--- src/rtl/mem_initiator.sv ---
`default_nettype none
// +------------------------------------------------------------------------+
// | Module      : mem_initiator                                            |
// | Description : Single-outstanding load/store initiator for the on-chip  |
// |               memory port. Formats store strobes/data, extracts and    |
// |               sign/zero-extends load data, and flags misaligned        |
// |               requests.                                                |
// |               Optional BUSY watchdog enabled by `MEM_INIT_TIMEOUT_EN`. |
// | Revision    : 1.0 - initial release                                    |
// +------------------------------------------------------------------------+
module mem_initiator #(
    parameter int TIMEOUT_CYCLES = 256
) (
    input  logic        clk,
    input  logic        rst,
    input  logic        req_valid,
    output logic        req_ready,
    input  logic        req_write,
    input  logic        req_instr,
    input  logic [1:0]  req_size,
    input  logic        req_signed,
    input  logic [31:0] req_addr,
    input  logic [31:0] req_wdata,
    output logic        rsp_valid,
    output logic [31:0] rsp_rdata,
    output logic        rsp_error,
    output logic        mem_valid,
    output logic        mem_instr,
    output logic [31:0] mem_addr,
    output logic [31:0] mem_wdata,
    output logic [3:0]  mem_wstrb,
    input  logic [31:0] mem_rdata,
    input  logic        mem_ready
);

    // ISSUE is the single cycle mem_valid is high; mem_ready is only
    // honoured once BUSY is entered on the following cycle.
    localparam logic [1:0] c_IDLE  = 2'd0;
    localparam logic [1:0] c_ISSUE = 2'd1;
    localparam logic [1:0] c_BUSY  = 2'd2;
    localparam logic [1:0] c_ERR   = 2'd3;

    localparam logic [1:0] c_SZ_BYTE = 2'd0;
    localparam logic [1:0] c_SZ_HALF = 2'd1;
    localparam logic [1:0] c_SZ_WORD = 2'd2;

    // A zero-cycle watchdog would fire before the memory could ever answer.
    if (TIMEOUT_CYCLES < 1) begin : g_param_check
        $error("mem_initiator: TIMEOUT_CYCLES must be at least 1");
    end

    logic [1:0]  r_state;
    logic        r_write;
    logic [1:0]  r_size;
    logic        r_signed;
    logic [1:0]  r_off;

    logic        w_misaligned;
    logic [3:0]  w_wstrb;
    logic [31:0] w_wdata;
    logic [31:0] w_shifted;
    logic [31:0] w_load;

`ifdef MEM_INIT_TIMEOUT_EN
    localparam logic [31:0] c_TMO_LAST = 32'(TIMEOUT_CYCLES - 1);
    logic [31:0] r_tmo_cnt;
`endif

    // Request decode: alignment check plus store lane replication/strobes.
    always_comb begin
        w_misaligned = 1'b0;
        w_wstrb      = 4'b0000;
        w_wdata      = req_wdata;
        case (req_size)
            c_SZ_BYTE: begin
                w_wstrb = 4'b0001 << req_addr[1:0];
                w_wdata = {4{req_wdata[7:0]}};
            end
            c_SZ_HALF: begin
                w_misaligned = req_addr[0];
                w_wstrb      = 4'b0011 << req_addr[1:0];
                w_wdata      = {2{req_wdata[15:0]}};
            end
            c_SZ_WORD: begin
                w_misaligned = (req_addr[1:0] != 2'b00);
                w_wstrb      = 4'b1111;
            end
            default: begin
                w_misaligned = 1'b1;
            end
        endcase
        if (!req_write) begin
            w_wstrb = 4'b0000;
        end
    end

    // Load extraction from the latched lane offset, size and signedness.
    always_comb begin
        w_shifted = mem_rdata >> {r_off, 3'b000};
        w_load    = w_shifted;
        case (r_size)
            c_SZ_BYTE: w_load = {{24{r_signed & w_shifted[7]}}, w_shifted[7:0]};
            c_SZ_HALF: w_load = {{16{r_signed & w_shifted[15]}}, w_shifted[15:0]};
            default:   w_load = w_shifted;
        endcase
    end

    // Control FSM; every port output is driven from this register block.
    always_ff @(posedge clk) begin
        if (rst) begin
            r_state   <= c_IDLE;
            r_write   <= 1'b0;
            r_size    <= 2'b00;
            r_signed  <= 1'b0;
            r_off     <= 2'b00;
            req_ready <= 1'b0;
            rsp_valid <= 1'b0;
            rsp_rdata <= 32'h0;
            rsp_error <= 1'b0;
            mem_valid <= 1'b0;
            mem_instr <= 1'b0;
            mem_addr  <= 32'h0;
            mem_wdata <= 32'h0;
            mem_wstrb <= 4'b0000;
`ifdef MEM_INIT_TIMEOUT_EN
            r_tmo_cnt <= 32'h0;
`endif
        end else begin
            rsp_valid <= 1'b0;
            rsp_error <= 1'b0;
            case (r_state)
                c_IDLE: begin
                    req_ready <= 1'b1;
                    if (req_valid && req_ready) begin
                        req_ready <= 1'b0;
                        r_write   <= req_write;
                        r_size    <= req_size;
                        r_signed  <= req_signed;
                        r_off     <= req_addr[1:0];
                        if (w_misaligned) begin
                            // Error responds immediately; the memory is never touched.
                            r_state   <= c_ERR;
                            rsp_valid <= 1'b1;
                            rsp_error <= 1'b1;
                            rsp_rdata <= 32'h0;
                        end else begin
                            r_state   <= c_ISSUE;
                            mem_valid <= 1'b1;
                            mem_instr <= req_instr;
                            mem_addr  <= {req_addr[31:2], 2'b00};
                            mem_wstrb <= w_wstrb;
                            mem_wdata <= w_wdata;
                        end
                    end
                end
                c_ISSUE: begin
                    mem_valid <= 1'b0;
                    r_state   <= c_BUSY;
`ifdef MEM_INIT_TIMEOUT_EN
                    r_tmo_cnt <= 32'h0;
`endif
                end
                c_BUSY: begin
                    if (mem_ready) begin
                        rsp_valid <= 1'b1;
                        rsp_rdata <= r_write ? 32'h0 : w_load;
                        req_ready <= 1'b1;
                        r_state   <= c_IDLE;
                    end
`ifdef MEM_INIT_TIMEOUT_EN
                    else if (r_tmo_cnt == c_TMO_LAST) begin
                        rsp_valid <= 1'b1;
                        rsp_error <= 1'b1;
                        rsp_rdata <= 32'h0;
                        req_ready <= 1'b1;
                        r_state   <= c_IDLE;
                    end else begin
                        r_tmo_cnt <= r_tmo_cnt + 32'd1;
                    end
`else
                    // Without the watchdog BUSY waits for mem_ready indefinitely.
`endif
                end
                c_ERR: begin
                    req_ready <= 1'b1;
                    r_state   <= c_IDLE;
                end
                default: begin
                    req_ready <= 1'b0;
                    r_state   <= c_IDLE;
                end
            endcase
        end
    end

endmodule
`default_nettype wire

--- config.mk ---
export PLATFORM = sky130hd
export DESIGN_NAME = mem_initiator
export DESIGN_NICKNAME = d
export VERILOG_FILES = /design/src/rtl/mem_initiator.sv
export SDC_FILE = /design/constraint.sdc
export NUM_CORES = 1
export LEC_CHECK = 0
export ABC_AREA = 1
export CAP_MARGIN = 20
export CORE_MARGIN = 8
export CORE_UTILIZATION = 35
export CTS_BUF_LIST = sky130_fd_sc_hd__clkbuf_16
export DETAILED_ROUTE_END_ITERATION = 10
export GPL_ROUTABILITY_DRIVEN = 0
export HOLD_SLACK_MARGIN = 0.12
export PLACE_DENSITY = 0.73
export SETUP_SLACK_MARGIN = 0.4
export SLEW_MARGIN = 20
export SYNTH_ARGS = -nofsm -noshare
export SYNTH_HDL_FRONTEND = slang
export SYNTH_SLANG_ARGS = --single-unit
--- constraint.sdc ---
create_clock -name clk -period 1.65 [get_ports clk]
set_clock_uncertainty 0.1 [all_clocks]
set_input_delay 0.165 -clock clk [delete_from_list [all_inputs] [get_ports clk]]
set_output_delay 0.165 -clock clk [all_outputs]
set_load 0.02 [all_outputs]
Word-level counts from Yosys, hierarchy flattened

Index checks and enable logic that the tools add are counted.

Flip-flop bits (word level): 111
Input port bits: 105
Output and inout port bits: 105
Word-level logic and storage cells: 70

Equality and inequality tests: 10
Shift operators: 3
Multiplexer cells: 24
Bitwise operators: 4
Reductions and logical operators: 15

Operators by type and width:

| operator                                        | count |
|---|---|
| case mux 32 bit (2 select lines)                | 3 |
| two-way mux 32 bit                              | 4 |
| right shift 32 x 5 -> 32 bit                    | 1 |
| case mux 4 bit (3 select lines)                 | 1 |
| inequality test 2 bit, second input constant    | 4 |
| case mux 2 bit (4 select lines)                 | 1 |
| two-way mux 1 bit                               | 7 |
| == test 2 x 1 -> 1 bit, second input constant   | 3 |
| == test 2 bit, second input constant            | 3 |
| zero test 2 bit                                 | 3 |
| two-way mux 2 bit                               | 3 |
| case mux 1 bit (3 select lines)                 | 2 |
| AND reduction 2 bit                             | 3 |
| AND reduction 3 bit                             | 2 |
| nonzero test 2 bit                              | 3 |
| two-way mux 4 bit                               | 1 |
| case mux 1 bit (2 select lines)                 | 2 |
| AND reduction 4 bit                             | 1 |
| << shifter 1 x 2 -> 4 bit, first input constant | 1 |
| << shifter 2 x 2 -> 4 bit, first input constant | 1 |
| nonzero test 3 bit                              | 1 |
| bitwise AND 1 bit                               | 2 |
| NOT 1 bit                                       | 2 |
| OR reduction 2 bit                              | 1 |
| logical AND 1 bit                               | 1 |

Longest topological paths before layout

Depth after elaboration: 6
Depth in mapped cells: 10
Depth with buffers taken out: 8

Worst setup path after synthesis

OpenSTA, ideal clock, no wires.

Path kind: register to register
Start point: reg req_ready
End point: reg rsp_rdata[10]
Setup time: 132 ps
Data arrival time: 1325 ps
Data required time: 1418 ps
Path slack: 93 ps
Cell stages (with the launch flop): 10
Buffers on the path: 2
Period minus slack after synthesis: 1557 ps
Path through: dfxtp_1 -> nand2_1 -> nor2_2 -> nand2_1 -> nand2_1 -> nand2_1 -> buf_4 -> buf_6 -> nand2_1 -> a21oi_1

Word-level cells in the longest chain between the ends: 3

Ends and longest elaborated chain:

| what                                   | line | source |
|---|---|---|
| start, declared                        | 17   | `output logic req_ready,` |
| start signal, assigned                 | 116  | `req_ready <= 1'b0;` |
| start signal, assigned                 | 133  | `req_ready <= 1'b1;` |
| start signal, assigned                 | 135  | `req_ready <= 1'b0;` |
| logical AND 1 bit                      | 134  | `if (req_valid && req_ready) begin` |
| inequality test 2 bit (no source line) | --   |  |
| AND reduction 4 bit (no source line)   | --   |  |
| end signal, assigned                   | 166  | `rsp_rdata <= r_write ? 32'h0 : w_load;` |
| end, declared                          | 25   | `output logic [31:0] rsp_rdata,` |

Every way passes these cells.
A chain may end at the register's enable or synchronous reset.

Worst setup path after layout

Start point: reg r_off[0]
End point: reg rsp_rdata[12]

Word-level cells in the longest chain between the ends: 6

Ends and longest elaborated chain:

| what                               | line | source |
|---|---|---|
| start, declared                    | 56   | `logic [1:0] r_off;` |
| start signal, assigned             | 139  | `r_off <= req_addr[1:0];` |
| right shift 32 x 5 -> 32 bit *     | 99   | `w_shifted = mem_rdata >> {r_off, 3'b000};` |
| bitwise AND 1 bit                  | 102  | `c_SZ_BYTE: w_load = {{24{r_signed & w_shifted[7]}}, w_shifted[7:0]};` |
| case mux 32 bit (2 select lines) * | 101  | `case (r_size)` |
| two-way mux 32 bit *               | 166  |  |
| two-way mux 32 bit *               | 164  | `if (mem_ready) begin` |
| case mux 32 bit (2 select lines) * | 131  | `case (r_state)` |

Mark *: on every way between the ends. The rest lies on a longest branch, timed or not. The select of a mux whose other input is x is not followed.

==> qor.txt <==
fraction of synthesized area in multiplexers = 0
area of the core = 14400 sq um
routed wire length = 19.8 mm
RR Endpoint = rsp_rdata[12]$_SDFFE_PP0P_
Filler cells = 1431
syn_area_per_cell = 6.74 sq um
ys flop type = dfxtp_1
detail-routed via count per cell = 5.01
Post-Route Utilization = 0.564
port buffer count = 207
gr usage total = 0.194
Post-synth EDFFs = 0
xor/xnor share of the synthesized area = 0
register area share after synthesis = 0.435
largest net degree at the start of global routing = 65
Sw Share = 0.305
first-pass GRT wire length = 28.6 mm
crit-path cells = buf_12, nand2_2, nand3_4, nand3_4, buf_6, nand2_1, nand2_1, a21oi_1
crit path max fanout = 7
DIE WIDTH = 137 microns
top cell type's share of synthesized area = 0.435
Site Rows = 44
routed via count = 5891
dpl cells = 1133
Simple-Gate Fraction of Synth Area = 0.306
Final period util = 0.900
Pwr Density = 802 nW/um^2
DRC violations left = 0
max-slew violation count = 0
Layout Nets = 1090
Synth Area in Compound Gates = 0.172
post-route insts no fill = 1176
Arrival @ worst endpoint = 1670 ps
total iterations of the first detailed-routing run = 5
clock root cell = clkbuf_16
RSZ-0062 raised after global routing = true
slowest stage delay, CP = 490 ps
Final TNS setup = 0 ps
Ys Warns = 0
Max-Cap Viols = 0
CTS H-tree lvls = 3
Mapped Area = 5110 sq um
Syn Inst Count = 758
Post-DP HPWL = 13.3 mm
CTS tree = done
die area = 18700 sq um
HP Class = in -> reg
slowest CP cell = dfxtp_4
Synth Register Bits = 111
Hold Vio Cnt, Final = 0
maximum vdd drop = 0.000587 V
Async SR Flop Fraction = 0
Setup crit end = rsp_rdata[12]$_SDFFE_PP0P_
io pins = 210
multi-input logic area = 2800 sq um
largest family of logic cells by synthesized area = simple AND/OR/NAND/NOR gates
worst setup path category = reg -> reg
Netlist cell types = 26
clk slew on worst S/H paths = 80 ps
# setup viols final = 0
Critical path origin = r_off[0]$_SDFFE_PP0P_
worst reg-to-reg setup slack = 160 ps
WL/cell = 16.8 microns
P_sw = 1.99 mW
Leakage = 3.67 nW
total power = 6.53 mW
CP Capture Type = flop
reg2reg path depth = 8
Critical Path RT = 1840 ps
min Tclk post-route = 1490 ps
Area Growth Syn to Fin = 59.3%
clock latency on the worst-skew pair = 350 ps
P_int = 4.54 mW
share of total power in the clock network = 0.338
clock sink count = 111
Seq pwr share = 0.439
ranking of synthesized cells by area = dfxtp_1 (43%), nand2_1 (15%), nor2_1 (9.4%)
most frequent cells after synthesis = nand2_1 (199), nor2_1 (128), dfxtp_1 (111)
Synth Area in Adders = 0
cell with the most instances after synthesis = nand2_1
type of origin of the critical path = flop
Die Ht = 137 microns
share of cells above drive strength 1 = 0.271
post-placement cell area = 7530 sq um
initial drt markers = 380
Initial Utilization = 0.354
beginning of the worst register-to-register path = r_off[0]$_SDFFE_PP0P_
CTS buffer count = 9
total grt overflow = 0
Final Cell Area = 8140 sq um
Antenna Nets Post-Route = 0
fmax = 0.673 GHz
vias in the first global route = 5632
Register Area = 2240 sq um
post-synth top area cell = dfxtp_1
status = completed
CTS Hold Bufs = 0
CTS max path bufs = 2
initial antenna violation count = 2
Comb power frac = 0.223
min-delay src = req_addr[0]
cell usage in the layout (no fill, tap or decap), types with 6 or more instances in the layout:
master and instances:
o21ai_0 58, o31ai_1 7, nand3_2 6, o21ai_2 23, buf_2 90, clkdlybuf4s15_2 12, dfxtp_1 106, a21oi_2 10
nor2_1 124, nand2_2 18, inv_1 39, nand3_1 34, clkdlybuf4s50_1 101, o21ai_1 9, a21oi_1 58, buf_4 28
nand2_1 176, buf_12 10, clkbuf_16 14, nand3_4 8
worst max-delay path: cells and delay by family (launching register included):
family / cells / cell delay [ps]
simple gates: 5 / 380
buf+inv: 2 / 340
compound gates: 1 / 110
flops: 1 / 490
cell families (layout without fill, tap and decap cells):
kind of cell / after synthesis / count (layout)
other: 1 / 4
AND/OR/NAND/NOR: 382 / 383
AO/OA/AOI/OAI: 170 / 170
flip-flops: 111 / 111
buffers and inverters: 94 / 324
power by group through the flow:
stage	Combinational (mW)	Clock [mW]	Sequential, mW
2_1_floorplan	0.542	0	3.02
4_1_cts	1.33	2.27	2.85
5_1_grt	1.58	2.37	2.88
3_5_place_dp	1.31	0	2.91
3_3_place_gp	1.31	0	2.91
6_report	1.46	2.21	2.86
worst min path at each step:
stage,slack (ps),depth (start not counted),endpoint
2_1_floorplan,180,2,r_signed$_SDFFE_PP0P_
3_3_place_gp,350,2,rsp_rdata[11]$_SDFFE_PP0P_
3_5_place_dp,350,2,rsp_rdata[11]$_SDFFE_PP0P_
4_1_cts,270,3,mem_addr[8]$_SDFFE_PP0P_
5_1_grt,270,4,r_off[0]$_SDFFE_PP0P_
6_report,240,4,r_off[0]$_SDFFE_PP0P_
flip-flops by register name (all words and copies together), names as in the netlist, 2 cells and up:
name	count
mem_addr	30
mem_wstrb	4
mem_wdata	32
r_state	2
rsp_rdata	32
r_size	2
r_off	2
stage by stage:
step	setup slack, ps	hold slack (ps)
after global routing	92.9	269
after detailed placement	-273	352
after CTS	237	269
final	164	240
after global placement	-251	347
after floorplan	302	178
routing by layer:
metal  wire [microns]  up-vias  track usage
li1                 -     2903            -
met1             7810     2736        0.226
met2             9200      233        0.307
met3             2510       19       0.0936
met4              269        0       0.0640
met5                0        -            0
final cells by class:
type,count,share of cell area
timing repair inverter,2,0.00215
tap,184,0.0283
inverter,44,0.0228
antenna,2,0.000615
timing repair buffer,262,0.291
multi-input combinational,555,0.344
clock buffer,9,0.0277
sequential,111,0.275
clock inverter,7,0.00877
what timing repair did:
action / CTS / global route
pin swaps: 3 / 33
setup buffers: 4 / 9
gates resized for setup: 376 / 166
endpoints found under the setup margin: 210 / 162
gates cloned: 4 / 8
(Power assumes the default switching activity.)
==> patch 1, RTL diff (config.mk and constraints unchanged) <==
Add a define of `MEM_INIT_TIMEOUT_EN`.
--- a/src/rtl/mem_initiator.sv
+++ b/src/rtl/mem_initiator.sv
@@ -9,4 +9,6 @@
 // | Revision    : 1.0 - initial release                                    |
 // +------------------------------------------------------------------------+
+`define MEM_INIT_TIMEOUT_EN
+
 module mem_initiator #(
     parameter int TIMEOUT_CYCLES = 256
Behaviour: no difference found for any inputs over 4 cycles, from zero or initial values and one cycle with rst high; that may be too few to reach the edited logic, so the function may still have changed.
==> patch 1 against the unedited design <==
The run now ends with negative setup slack left. Count of clock-buffer cells in the layout is 8 higher. Sequential cell count is 32 higher. Setup slack worse by 330 ps. Total power is 44% higher. Synthesized area is 39% higher. Cell count is 42% higher. Design area is 43% higher. Wire length is 38% higher. Die area is 34% higher.
==> patch 1: results (changes against the unedited design) <==
The per-instance average area after synthesis works out to 6.64 um^2 (was 6.74 um^2). The logs give -170 ps (was 164 ps) for the final setup slack of the worst path and 531 (was 376) for the count of cells resized by post-cts repair. For the via count, the log shows 8353 (was 5891). Leading post-synthesis cells by cell area: sky130_fd_sc_hd__dfxtp_1, sky130_fd_sc_hd__nand2_1, sky130_fd_sc_hd__nor2_1 (unchanged). DRC marker count from the first detailed-route iteration: 603 (was 380).

The run gives 6.11% (was 9.36%) as the global-route track usage on met3. The run gives 0 (was 2) as the number of antenna violations at the first check in global routing. The final HPWL from detailed placement came out at 19.3 mm (was 13.3 mm).

The logs give 67 (was 0) for the number of endpoints failing setup at the final stage and 40.3% (was 43.5%) for the sequential cell area fraction in the yosys report. The worst-case reg-to-reg path depth was 14 (was 8); the mean routed wirelength per cell was 16.4 um (was 16.8 um). The number of global-route vias before repair is 8096 (was 5632). The sum of negative setup slack is -7300 ps (was 0 ps), and the floorplan core area is 0.0201 mm^2 (was 0.0144 mm^2).

The tools report the total CTS buffers as 17 (was 9). The delay of the slowest cell on the worst path came out at 350 ps (was 490 ps). The checks that failed: negative setup slack. The synthesized-area fraction occupied by xor and xnor cells came out at 0.862% (was 0%).

Cell family contributing the most delay on the critical path: simple AND/OR/NAND/NOR gates (was flip-flops). The static leakage was 0.00495 uW (was 0.00367 uW); the power consumed by the clock network was 3900 uW (was 2210 uW). The run gives 40 (was 26) as the number of distinct library cells after synthesis. The tools report the start of the worst register-to-register path as r_tmo_cnt[1] (was r_off[0]). The run gives 0.0103 mm^2 (was 0.00753 mm^2) as the cell area after placement.

The count of buffers added by post-CTS timing repair for setup was 9 (was 4). The instance count along the most critical hold path was 3 (was 4). The logs give 1610 (was 1133) for the number of placed cells counting well taps and 41.5 mm (was 28.6 mm) for the first-pass GRT wire length. The met2 wirelength from detailed routing is 13.5 mm (was 9.20 mm), and the global routing usage summed across all routing layers is 20.8% (was 19.4%). The run gives 1.96 mm (was 2.51 mm) as the total length of routed met3 wires. The run gives 2080 ps (was 1670 ps) as the arrival time at the worst endpoint. Number of inserted diodes: 0 (was 2).

The flow ran to the end, but the final reports show violations.
==> patch 1: cell count changes in the layout (fill, tap and decap cells not counted), moves of 11 or more <==
cell and delta:
sky130_fd_sc_hd__nor2_1 +15, sky130_fd_sc_hd__o21ai_0 +17, sky130_fd_sc_hd__buf_4 +91, sky130_fd_sc_hd__nand2_1 +18, sky130_fd_sc_hd__inv_1 +18, sky130_fd_sc_hd__a21oi_1 +31
sky130_fd_sc_hd__nand3_2 +12, sky130_fd_sc_hd__nor2_2 +37, sky130_fd_sc_hd__clkdlybuf4s15_2 -11, sky130_fd_sc_hd__nand3_1 +31, sky130_fd_sc_hd__nor2_4 +31, sky130_fd_sc_hd__o21ai_1 +12
sky130_fd_sc_hd__dfxtp_1 +27
==> patch 1: area by class of cell <==
class / count / area share (%)
multi-input combinational: 798 / 38.2
timing repair buffer: 348 / 25.5
sequential: 143 / 24.8
clock buffer: 17 / 3.66
tap: 270 / 2.91
inverter: 70 / 2.60
clock inverter: 15 / 1.39
timing repair inverter: 5 / 0.851
==> patch 2, RTL diff (same flow settings) <==
Made on the original files. Make the reset (`rst`) asynchronous in one clocked block.
--- a/src/rtl/mem_initiator.sv
+++ b/src/rtl/mem_initiator.sv
@@ -107,5 +107,5 @@
 
     // Control FSM; every port output is driven from this register block.
-    always_ff @(posedge clk) begin
+    always_ff @(posedge clk or posedge rst) begin
         if (rst) begin
             r_state   <= c_IDLE;
Formal check against the unedited RTL: differs if rst is asserted again (counterexample within 4 cycles, from zero or initial values and one cycle with rst high); with rst held inactive, the same outputs for 4 cycles.
==> patch 2 against the unedited design <==
Design area increased by 3.6%. Sequential cell count unchanged. Sequential share of layout area is 5.5 points higher. Setup slack got worse by 26 ps. Wire length decreased by 1.7%. Largest cell class is now registers. Cell count is 1.4% higher. Synthesized area increased by 7.6%.
Power is not compared: it rests on default switching activity, and its combinational part moved more than twofold at a synthesized area within 25%.
==> patch 2: results (changes against the unedited design) <==
The flow ran to the end, and the final reports show no timing, DRC or antenna violations. The tools report the cell area after placement as 0.00794 mm^2 (was 0.00753 mm^2). Cell types with the highest counts after synthesis: sky130_fd_sc_hd__nand2_1, sky130_fd_sc_hd__dfrtp_1, sky130_fd_sc_hd__nor2_1 (was sky130_fd_sc_hd__nand2_1, sky130_fd_sc_hd__nor2_1, sky130_fd_sc_hd__dfxtp_1). The sequential cell area fraction in the yosys report came out at 50.5% (was 43.5%).

Leading post-synthesis cells by cell area: sky130_fd_sc_hd__dfrtp_1, sky130_fd_sc_hd__nand2_1, sky130_fd_sc_hd__nand3_1 (was sky130_fd_sc_hd__dfxtp_1, sky130_fd_sc_hd__nand2_1, sky130_fd_sc_hd__nor2_1). The tools report the met1 track demand over resource as 21.9% (was 22.6%). Launch point of the worst path: r_state[1] (was r_off[0]). The clock network accounts for 14.9% of the total power. The run gives 78 (was 65) as the maximum number of pins on one net before global-route repair. The delay of the slowest cell on the worst path was 420 ps (was 490 ps); the number of inserted diodes was 0 (was 2). The deepest clock path buffer count came out at 2 (unchanged). Global routing met2 resource utilization: 27.6% (was 30.7%). The first-pass GRT wire length was 27.7 mm (was 28.6 mm); the number of vias per cell after detailed routing was 4.77 (was 5.01). Cell at the slowest stage of the critical path: sky130_fd_sc_hd__dfrtp_1 (was sky130_fd_sc_hd__dfxtp_4). The cell family contributing the most delay on the critical path was simple AND/OR/NAND/NOR gates (was flip-flops). The DRC marker count from the first detailed-route iteration was 432 (was 380); the share of async-settable or async-resettable flops after synthesis was 100% (was 0%). The final HPWL from detailed placement is 12.8 mm (was 13.3 mm). The logs give 0 (was 2) for the number of antenna violations at the first check in global routing and 8.26 mm (was 7.81 mm) for the length of routed wiring on met1. Worst setup slack for register-to-register paths: 140 ps (was 160 ps).

The run gives 17.4% (was 19.4%) as the global routing usage summed across all routing layers. Hold path endpoint: r_off[0] (unchanged). The later-pin clock latency in the skew report came out at 350 ps (about the same). The worst hold slack is 156 ps (was 240 ps). The arrival time at the worst endpoint is 1650 ps (was 1670 ps).

The maximum fanout encountered on the critical timing path works out to 5 (was 7). Dominant synthesized flop cell: sky130_fd_sc_hd__dfrtp_1 (was sky130_fd_sc_hd__dfxtp_1). The share of post-route cells with drive strength above 1 works out to 25.4% (was 27.1%). The total length of routed met3 wires is 1.78 mm (was 2.51 mm). The aggregate routed wire length came out at 19.5 mm (was 19.8 mm). Termination of the worst setup path: rsp_rdata[19] (was rsp_rdata[12]).

The logs give 5 (was 4) for the count of buffers added by post-CTS timing repair for setup and 5307 (was 5632) for the number of global-route vias before repair.
==> patch 2: changes by cell type in the layout (fill, tap and decap cells not counted), sizes merged, moves of 6 or more <==
cell / change
nand2: +126
dfrtp: +111
dfxtp: -111
nor2: -77
a21oi: -41
o21ai: -25
buf: +15
clkdlybuf4s15: -12
nor3: +8
nand3: -6
==> patch 2: final cells by class <==
cell class	count	share of cell area, %
well taps	216	3.21
flip-flops and latches	111	33.0
multi-input cells	536	29.9
inverters	45	2.24
repair buffers	269	28.1
clock buffers	9	2.67
clock inverters	7	0.861
==> patch 2: metrics by stage <==
stage	instances	utilization, %	worst slack (ps)
after floorplan	731	-	41.5
after global placement	1145	50.9	-90.6
after detailed placement	1145	50.9	-151
after CTS	1167	50.0	172
after global routing	1193	54.0	77.1
final	1193	54.0	139
==> patch 2: logic make-up after synthesis <==
family	count (synthesis)	synth area share [%]
compound gates	101	9.56
buf+inv	86	7.92
flops	111	50.5
other cells	1	0.0682
simple gates	431	31.9
